<file path="src/rtl/vp_validator_pkg.sv">
// Shared types and sizing constants for the value-predictor validator.
// A queue entry holds one outstanding prediction awaiting its execute result.
package vp_validator_pkg;

    typedef struct packed {
        logic [31:1] pc;
        logic [31:1] result;
        logic        conf;
    } vp_entry_t;

    localparam int unsigned VP_NUM_PRED = 2;
    localparam int unsigned VP_DEPTH    = 16;
    localparam int unsigned VP_PTR_W    = $clog2(VP_DEPTH);
    localparam int unsigned VP_CNT_W    = VP_PTR_W + 1;

endpackage

</file>
<file path="src/rtl/vp_pred_queue.sv">
// In-order prediction queue: P_NUM_PRED compacting write ports, P_NUM_PRED read
// ports exposing the oldest entries, occupancy-based full/empty and flush.
module vp_pred_queue
    import vp_validator_pkg::*;
#(
    parameter int unsigned  P_NUM_PRED = VP_NUM_PRED,
    parameter int unsigned  P_DEPTH    = VP_DEPTH,
    localparam int unsigned PTR_W      = $clog2(P_DEPTH),
    localparam int unsigned CNT_W      = PTR_W + 1
) (
    input  logic                        clk_i,
    input  logic                        rst_ni,
    input  logic                        flush_i,
    input  vp_entry_t [P_NUM_PRED-1:0]  wr_entry_i,
    input  logic [P_NUM_PRED-1:0]       wr_valid_i,
    input  logic [CNT_W-1:0]            pop_num_i,
    output vp_entry_t [P_NUM_PRED-1:0]  rd_entry_o,
    output logic [CNT_W-1:0]            count_o,
    output logic [CNT_W-1:0]            drop_num_o
);

    vp_entry_t              mem_q [P_DEPTH];
    logic [PTR_W-1:0]       head_q;
    logic [PTR_W-1:0]       tail_q;
    logic [CNT_W-1:0]       count_q;
    logic [CNT_W-1:0]       free_slots;
    logic [CNT_W-1:0]       enq_num;
    logic [CNT_W-1:0]       drop_num;
    logic [P_NUM_PRED-1:0]  wr_en;
    logic [PTR_W-1:0]       wr_addr [P_NUM_PRED];

    // Space is judged on the pre-cycle occupancy; same-cycle pops never make room.
    always_comb begin
        free_slots = CNT_W'(P_DEPTH) - count_q;
        enq_num    = '0;
        drop_num   = '0;
        wr_en      = '0;
        // NOTE: blocking accumulation in always_comb lets each lane see the slots claimed by older lanes.
        for (int i = 0; i < P_NUM_PRED; i++) begin
            wr_addr[i] = tail_q + PTR_W'(enq_num);
            if (wr_valid_i[i]) begin
                if (enq_num < free_slots) begin
                    wr_en[i] = 1'b1;
                    enq_num  = enq_num + CNT_W'(1);
                end else begin
                    drop_num = drop_num + CNT_W'(1);
                end
            end
        end
    end

    always_comb begin
        for (int i = 0; i < P_NUM_PRED; i++) begin
            rd_entry_o[i] = mem_q[head_q + PTR_W'(i)];
        end
    end

    always_ff @(posedge clk_i) begin
        if (!rst_ni || flush_i) begin
            head_q  <= '0;
            tail_q  <= '0;
            count_q <= '0;
        end else begin
            head_q  <= head_q + PTR_W'(pop_num_i);
            tail_q  <= tail_q + PTR_W'(enq_num);
            count_q <= count_q + enq_num - pop_num_i;
        end
    end

    // NOTE: the storage array has no reset; count_q alone decides which slots are live.
    always_ff @(posedge clk_i) begin
        if (rst_ni && !flush_i) begin
            for (int i = 0; i < P_NUM_PRED; i++) begin
                if (wr_en[i]) begin
                    mem_q[wr_addr[i]] <= wr_entry_i[i];
                end
            end
        end
    end

    assign count_o    = count_q;
    assign drop_num_o = flush_i ? '0 : drop_num;

    a_count_bound: assert property (@(posedge clk_i) disable iff (!rst_ni)
        count_q <= CNT_W'(P_DEPTH));
    a_pop_bound: assert property (@(posedge clk_i) disable iff (!rst_ni)
        pop_num_i <= count_q);

endmodule

</file>
<file path="src/rtl/vp_validator.sv">
// Matches executed results against queued predictions in program order and
// drives registered feedback plus saturating drop/desync statistics.
module vp_validator
    import vp_validator_pkg::*;
#(
    parameter int unsigned  P_NUM_PRED  = VP_NUM_PRED,
    parameter int unsigned  P_DEPTH     = VP_DEPTH,
    parameter int unsigned  P_CNT_WIDTH = 16,
    localparam int unsigned CNT_W       = $clog2(P_DEPTH) + 1
) (
    input  logic                         clk_i,
    input  logic                         rst_ni,
    input  logic [P_NUM_PRED-1:0][31:1]  pred_pc_i,
    input  logic [P_NUM_PRED-1:0][31:1]  pred_result_i,
    input  logic [P_NUM_PRED-1:0]        pred_conf_i,
    input  logic [P_NUM_PRED-1:0]        pred_valid_i,
    input  logic [P_NUM_PRED-1:0][31:1]  ex_pc_i,
    input  logic [P_NUM_PRED-1:0][31:1]  ex_result_i,
    input  logic [P_NUM_PRED-1:0]        ex_valid_i,
    input  logic                         flush_i,
    output logic [P_NUM_PRED-1:0][31:1]  fb_pc_o,
    output logic [P_NUM_PRED-1:0][31:1]  fb_actual_o,
    output logic [P_NUM_PRED-1:0]        fb_mispredict_o,
    output logic [P_NUM_PRED-1:0]        fb_conf_o,
    output logic [P_NUM_PRED-1:0]        fb_valid_o,
    output logic [CNT_W-1:0]             q_count_o,
    output logic [P_CNT_WIDTH-1:0]       drop_cnt_o,
    output logic [P_CNT_WIDTH-1:0]       desync_cnt_o
);

    localparam int unsigned SUM_W = P_CNT_WIDTH + 1;

    vp_entry_t [P_NUM_PRED-1:0]   wr_entry;
    vp_entry_t [P_NUM_PRED-1:0]   rd_entry;
    vp_entry_t                    cand;
    logic [CNT_W-1:0]             count;
    logic [CNT_W-1:0]             pop_num;
    logic [CNT_W-1:0]             drop_num;
    logic [CNT_W-1:0]             desync_num;
    logic [P_NUM_PRED-1:0][31:1]  fb_pc_d;
    logic [P_NUM_PRED-1:0][31:1]  fb_actual_d;
    logic [P_NUM_PRED-1:0]        fb_mis_d;
    logic [P_NUM_PRED-1:0]        fb_conf_d;
    logic [P_NUM_PRED-1:0]        fb_valid_d;

    function automatic logic [P_CNT_WIDTH-1:0] sat_add(input logic [P_CNT_WIDTH-1:0] a,
                                                       input logic [CNT_W-1:0] b);
        logic [SUM_W-1:0] sum;
        sum = {1'b0, a} + SUM_W'(b);
        return sum[SUM_W-1] ? '1 : sum[P_CNT_WIDTH-1:0];
    endfunction

    always_comb begin
        for (int i = 0; i < P_NUM_PRED; i++) begin
            wr_entry[i] = '{pc: pred_pc_i[i], result: pred_result_i[i], conf: pred_conf_i[i]};
        end
    end

    vp_pred_queue #(
        .P_NUM_PRED (P_NUM_PRED),
        .P_DEPTH    (P_DEPTH)
    ) u_queue (
        .clk_i      (clk_i),
        .rst_ni     (rst_ni),
        .flush_i    (flush_i),
        .wr_entry_i (wr_entry),
        .wr_valid_i (pred_valid_i),
        .pop_num_i  (pop_num),
        .rd_entry_o (rd_entry),
        .count_o    (count),
        .drop_num_o (drop_num)
    );

    // Each valid ex lane tests the next unconsumed head; only a pc hit advances it.
    always_comb begin
        pop_num     = '0;
        desync_num  = '0;
        cand        = '0;
        fb_pc_d     = '0;
        fb_actual_d = '0;
        fb_mis_d    = '0;
        fb_conf_d   = '0;
        fb_valid_d  = '0;
        for (int k = 0; k < P_NUM_PRED; k++) begin
            cand = '0;
            for (int j = 0; j < P_NUM_PRED; j++) begin
                if (CNT_W'(j) == pop_num) begin
                    cand = rd_entry[j];
                end
            end
            if (ex_valid_i[k]) begin
                fb_valid_d[k]  = 1'b1;
                fb_pc_d[k]     = ex_pc_i[k];
                fb_actual_d[k] = ex_result_i[k];
                if (pop_num < count && cand.pc == ex_pc_i[k]) begin
                    fb_mis_d[k]  = (cand.result != ex_result_i[k]);
                    fb_conf_d[k] = cand.conf;
                    pop_num      = pop_num + CNT_W'(1);
                end else begin
                    fb_mis_d[k] = 1'b1;
                    desync_num  = desync_num + CNT_W'(1);
                end
            end
        end
    end

    always_ff @(posedge clk_i) begin
        if (!rst_ni) begin
            fb_pc_o         <= '0;
            fb_actual_o     <= '0;
            fb_mispredict_o <= '0;
            fb_conf_o       <= '0;
            fb_valid_o      <= '0;
            drop_cnt_o      <= '0;
            desync_cnt_o    <= '0;
        end else begin
            fb_pc_o         <= fb_pc_d;
            fb_actual_o     <= fb_actual_d;
            fb_mispredict_o <= fb_mis_d;
            fb_conf_o       <= fb_conf_d;
            fb_valid_o      <= fb_valid_d;
            drop_cnt_o      <= sat_add(drop_cnt_o, drop_num);
            desync_cnt_o    <= sat_add(desync_cnt_o, desync_num);
        end
    end

    assign q_count_o = count;

endmodule

</file>
<file path="config.mk">
export PLATFORM = sky130hd
export DESIGN_NAME = vp_validator
export DESIGN_NICKNAME = d
export VERILOG_FILES = /design/src/rtl/vp_validator_pkg.sv /design/src/rtl/vp_pred_queue.sv /design/src/rtl/vp_validator.sv
export SDC_FILE = /design/constraint.sdc
export NUM_CORES = 2
export LEC_CHECK = 0
export BUFFER_PORTS_ARGS = -buffer_cell sky130_fd_sc_hd__buf_2
export CORE_MARGIN = 3
export CORE_UTILIZATION = 60
export DETAILED_ROUTE_END_ITERATION = 12
export GPL_ROUTABILITY_DRIVEN = 0
export PLACE_DENSITY = 0.8
export SLEW_MARGIN = 20
export SYNTH_ARGS = -nofsm -noshare
export SYNTH_HDL_FRONTEND = slang
export SYNTH_SLANG_ARGS = --single-unit
</file>
<file path="constraint.sdc">
create_clock -name clk_i -period 8.45 [get_ports clk_i]
set_clock_uncertainty 0.1 [all_clocks]
set_input_delay 0.4225 -clock clk_i [delete_from_list [all_inputs] [get_ports clk_i]]
set_output_delay 0.4225 -clock clk_i [all_outputs]
set_load 0.02 [all_outputs]
</file>
Word level (Yosys, flattened, before mapping). Memory sizes are Yosys's and may differ from the RTL's. A register that Yosys moved wholly into a read port is not among the register bits. Index checks and enable logic that the tools add are counted.

Multiplexer cells: 36. Eq/ne operators: 5. Add/sub/neg operators: 13. Reductions and logical operators: 11. Order comparisons: 4.

Operators by type and width (number): $mux 63 (2); $eq 31x31->1 (2); $ne 31x31->1 (2); $mux 5 (11); $add 16x5->17 (2); $mux 16 (2); $add 5x1->5 const B (4); $mux 1 (20); $add 4x4->4 (3); $lt 1x5->1 const A (2); $lt 5x5->1 (2); $reduce_and 3->1 (2); $add 5x5->5 (1); $eq 1x5->1 const A (1); $logic_not 5->1 (1); $sub 5x5->5 (1); $sub 5x5->5 const A (1); $add 4x1->4 const B (1); $mux 4 (1); $reduce_and 2->1 (2); $logic_and 1x1->1 (3); $logic_not 1->1 (2); $logic_or 1x1->1 (1).

RAM bits: 1008. Memories kept: 1. Bits of input ports: 257. Flip-flop bits (word level): 175. Output and inout port bits: 167.

Memories: u_queue.mem_q (words 16, bits a word 63, rd ports 2, clocked after Yosys merged registers in 1, wr ports 2, line vp_pred_queue.sv:22) `vp_entry_t mem_q [P_DEPTH];`.

Depth between registers and ports, before layout.
Depth after elaboration: 13. Depth in mapped cells: 31.

Modules after synthesis. A second synthesis with hierarchy kept.

Cell total of the unflattened synthesis: 4208. Area total of the unflattened synthesis: 67195.7 µm².

By module, submodules not included: vp_pred_queue (cells an instance 3419, times used 1, area each 59702.3 µm²); vp_validator (cells an instance 789, times used 1, area each 7493.4 µm²).

Worst setup path after synthesis. No wires, ideal clock.

Path type: register to register. Start: register u_queue.count_q[0], in the netlist u_queue.count_o[0]. End: memory u_queue.mem_q[14][0] (netlist name) (enable). Data arrival time: 6.207 ns. Cell stages (with the launch flop): 12. Path buffers: 0. Slack: 1.572 ns. Library setup time: 0.571 ns. Cell sequence: dfxtp_1 -> inv_1 -> ha_1 -> inv_1 -> nor3_1 -> a21oi_1 -> o21ai_0 -> nand2_1 -> nor2_1 -> nor4_1 -> nand2_1 -> o21ai_0.

RTL lines: start: declaration (line vp_pred_queue.sv:25) `logic [CNT_W-1:0] count_q;`; start signal: assignment (line vp_pred_queue.sv:66) `count_q <= count_q + enq_num - pop_num_i;`; end: declaration (line vp_pred_queue.sv:22).

Worst setup path in the final report.
Start: register u_queue.head_q[0]. End: register u_queue.count_q[4], in the netlist u_queue.count_o[4].

Word-level cells in the longest chain between the ends: 8.

Ends and longest elaborated chain: start: declaration (line vp_pred_queue.sv:23) `logic [PTR_W-1:0] head_q;`; start signal: assignment (line vp_pred_queue.sv:64) `head_q <= head_q + PTR_W'(pop_num_i);`; $add 4x1->4 (line vp_pred_queue.sv:54) `rd_entry_o[i] = mem_q[head_q + PTR_W'(i)];`; $mem_v2 16x63; $mux 63 (line vp_validator.sv:87) `if (CNT_W'(j) == pop_num) begin`; $eq 31x31->1 (line vp_validator.sv:95) `if (pop_num < count && cand.pc == ex_pc_i[k]) begin`; $logic_and 1x1->1 (line vp_validator.sv:95); $mux 5 (line vp_validator.sv:95); $mux 5 (line vp_validator.sv:91) `if (ex_valid_i[k]) begin`; $sub 5x5->5 (line vp_pred_queue.sv:66).

Every way passes these cells. A chain may end at the register's enable or synchronous reset.

==> results_dict.tcl <==
set metrics [dict create \
    core_outline_area_sq_um 111000 \
    post_synth_num_cell_types 76 \
    clock_sinks 1183 \
    min_to "drop_cnt_o[0]" \
    layout.cell_area.non_filler_sq_um 76900 \
    outcome "finished, final reports clean" \
    hold_path_depth 5 \
    cts_buffer_depth 3 \
    grt_pass1_vias 48600 \
    power.ir.vdd_worst_uv 188 \
    area_growth_syn_to_layout_pct 13.7 \
    cts_root_buf "sky130_fd_sc_hd__clkbuf_16" \
    post_route_cells_drive_above_1_share_pct 45.0 \
    crit_path_start_kind "flip-flop" \
    route.detailed.wl_per_inst_um 36.6 \
    drt_pass1_iterations 10 \
    start_util_pct 60.8 \
    maxCapViolations 0 \
    worstSetupEndpointType "flip-flop" \
    cp_data_required_time_ns 9.03 \
    die-height_um 342 \
    finish.cell_count_without_fillers 6596 \
    post-synth-top-count-cell "sky130_fd_sc_hd__mux2_2" \
    rr_worst_depth 26 \
    dpl_cell_area_sq_um 71300 \
    power_frac_comb_pct 10.8 \
    row_count 122 \
    final_max_slew_viol_count 0 \
    placed_cells 6197 \
    grt_max_degree 107 \
    hold_viol 0 \
    power.internal_mw 10.4 \
    synth_flop_cell "sky130_fd_sc_hd__edfxtp_1" \
    p_switching_mw 3.40 \
    power.density_cell_area_nw_per_um2 179 \
    ys_top_cells_by_area "sky130_fd_sc_hd__edfxtp_1, sky130_fd_sc_hd__mux2_2, sky130_fd_sc_hd__mux4_2" \
    synth.yosys.warnings 0 \
    ys_seq_area_share_pct 49.9 \
    post-dp-hpwl_um 147000 \
    nets_in_the_synthesized_netlist 4890 \
    hp-class "in2reg" \
    post-synth-top-area-fraction_pct 44.7 \
    clkPwrFrac_pct 41.9 \
    r2r_setup_slk_ns 0.32 \
    sw_frac_of_total_pct 24.6 \
    maxClockFrequency_mhz 123 \
    layout.filler_cells 7250 \
    critical_path.reg2reg.startpoint "u_queue.head_q[0]" \
    timing_worst_slew_pin_value_ns 1.21 \
    grt_pass1_wl_um 341000 \
    netlist_top_cells_count "sky130_fd_sc_hd__mux2_2, sky130_fd_sc_hd__edfxtp_1, sky130_fd_sc_hd__mux4_2" \
    grt_overflow 0 \
    r2r-end "u_queue.count_o[4]" \
    maximum_level_of_the_cts_h_tree 4 \
    port_buffers 423 \
    global_route.usage.total_pct 40.6 \
    dr.first_iter.drc_count 8983 \
    cts.clk_slew.worst_paths_ns 0.06 \
    synth_edf_count 1008 \
    buffer_count_from_post_cts_setup_fixing 0 \
    timing_worst_setup_path_type "reg2reg" \
    total_leakage_power_nw 25.9 \
    routed_wirelength_um 242000 \
    path_max_fanout 28 \
    fin_crit_ns 8.13 \
    syn_area_per_cell_sq_um 14.7 \
    floorplan.die.width_um 342 \
    unrepaired_setup_endpoints_after_global_routing "false" \
    via_count 49700 \
    worstSkewPairLatency_ns 0.76 \
    detail-route-antenna-nets 0 \
    synth-async-reset-ratio_pct 0 \
    maxSlewHeadroom_pct 19.2 \
    setup_viol 0 \
    final_net_count 5250 \
    min_period_over_period_pct 96.3 \
    cell_type_contributing_the_most_total_cell_area_after_synthesis "sky130_fd_sc_hd__edfxtp_1" \
    synth-seq-cells 1183 \
    power.share.sequential_pct 47.3 \
    netlist_instances 4605 \
    final_core_util_pct 69.1 \
    fin_tns_setup_ns 0 \
    detail_route.drc_violations 0 \
    hold_path_startpoint "flush_i" \
    top_level_ports 424 \
    die_area_sq_um 117000 \
    routed_via_density 7.54 \
    antenna_found_initial 45 \
    numCtsBuffers 131 \
    timing.critical_path.arrival_ns 8.72 \
    cts_tree "built" \
    synth_area_sq_um 67600 \
]
kinds of logic (layout without fill, tap and decap cells):
| logic type | after synthesis | in the layout | share of synthesized area, % |
|---|---|---|---|
| buf+inv | 505 | 972 | 3.24 |
| mux | 1719 | 1719 | 35.5 |
| compound gates | 395 | 395 | 4.08 |
| fa+ha+maj | 28 | 28 | 0.584 |
| xor+xnor | 140 | 140 | 1.81 |
| other cells | 0 | 36 | 0 |
| flops | 1183 | 1183 | 49.9 |
| simple gates | 635 | 635 | 4.82 |
per-layer routing:
layer	up-vias	GRT usage (%)	share of wire (%)
met1	24600	51.5	32
met2	4813	58.6	43
met4	14	22.0	6.3
li1	19200	-	-
met5	-	0	0.038
met3	1067	18.2	18
sequential cells by signal (all words and copies together), names as in the netlist, 4 cells and up:
name / count
desync_cnt_o: 16
drop_cnt_o: 16
fb_actual_o: 62
fb_pc_o: 62
u_queue.count_o: 5
u_queue.head_q: 4
u_queue.mem_q: 1008
u_queue.tail_q: 4
critical path: stages, from the launching register on:
cell and delay [ns]:
sky130_fd_sc_hd__dfxtp_4 0.74, sky130_fd_sc_hd__buf_12 0.27, sky130_fd_sc_hd__buf_12 0.22, sky130_fd_sc_hd__mux4_1 0.56, sky130_fd_sc_hd__mux2_2 0.28, sky130_fd_sc_hd__a22oi_1 0.64, sky130_fd_sc_hd__xnor2_1 0.12, sky130_fd_sc_hd__nor2_1 0.12
sky130_fd_sc_hd__nand4_1 0.32, sky130_fd_sc_hd__or4_4 0.74, sky130_fd_sc_hd__inv_8 0.20, sky130_fd_sc_hd__mux2_2 0.36, sky130_fd_sc_hd__a221oi_1 0.35, sky130_fd_sc_hd__nand4_1 0.20, sky130_fd_sc_hd__buf_4 0.22, sky130_fd_sc_hd__inv_1 0.08
sky130_fd_sc_hd__ha_1 0.22, sky130_fd_sc_hd__nand2_1 0.06, sky130_fd_sc_hd__o21ai_0 0.36, sky130_fd_sc_hd__ha_1 0.46, sky130_fd_sc_hd__inv_1 0.04, sky130_fd_sc_hd__ha_1 0.22, sky130_fd_sc_hd__fa_1 0.47, sky130_fd_sc_hd__a21oi_1 0.14
sky130_fd_sc_hd__nor2_1 0.07, sky130_fd_sc_hd__or3_1 0.30, sky130_fd_sc_hd__a21oi_1 0.14
worst max-delay path by stage:
stage	to	start	slack (ns)
floorplan	u_queue.mem_q[14][0]	u_queue.count_o[0]	1.57
CTS	desync_cnt_o[0]	u_queue.head_q[0]	0.33
global placement	u_queue.count_o[4]	u_queue.head_q[0]	0.58
finish	u_queue.count_o[4]	u_queue.head_q[0]	0.32
detailed placement	desync_cnt_o[0]	u_queue.head_q[0]	0.44
global route	desync_cnt_o[1]	u_queue.head_q[0]	0.08
metrics by stage:
step                      hold slack [ns]  setup slack [ns]  total power, mW
after global routing               0.0417            0.0810             14.1
after detailed placement            0.437             0.445             8.00
after global placement              0.427             0.585             7.96
after CTS                         0.00464             0.334             13.7
final                              0.0817             0.315             13.8
after floorplan                     0.468              1.57             7.47
power groups by stage:
stage	registers, mW	clock network [mW]	logic (mW)
3_3_place_gp	6.64	0	1.31
6_report	6.53	5.79	1.49
2_1_floorplan	6.69	0	0.781
4_1_cts	6.53	5.77	1.40
5_1_grt	6.54	6.01	1.54
3_5_place_dp	6.65	0	1.34
what timing repair did:
action | 4_1_cts | 5_1_grt
endpoints found under the hold margin | 122 | 0
resized for setup | 0 | 1
hold buffers | 122 | 0
setup endpoints to repair | 0 | 15
placed cells by master (no fill, tap or decap), drive strengths merged, types with 53 or more instances in the layout:
cell	synthesis	final
mux4	439	439
clkbuf	306	184
buf	146	557
edfxtp	1008	1008
mux2i	242	242
nand2	142	142
nand3	65	65
dlygate4sd3	0	122
a21oi	83	83
mux2	1038	1038
xor2	53	53
dfxtp	175	175
xnor2	87	87
and3	150	150
inv	52	58
nor2	104	104
area by class of cell:
class,count,area [sq um],area share (%)
Antenna cell,36,90.1,0.117
Clock buffer,184,3800,4.95
Clock inverter,56,504,0.655
Inverter,53,209,0.272
Multi-Input combinational cell,2917,32100,41.7
Sequential cell,1183,33800,43.9
Tap cell,1488,1860,2.42
Timing Repair Buffer,679,4610,6.00
Note: power is estimated with default switching activity, not from simulation.
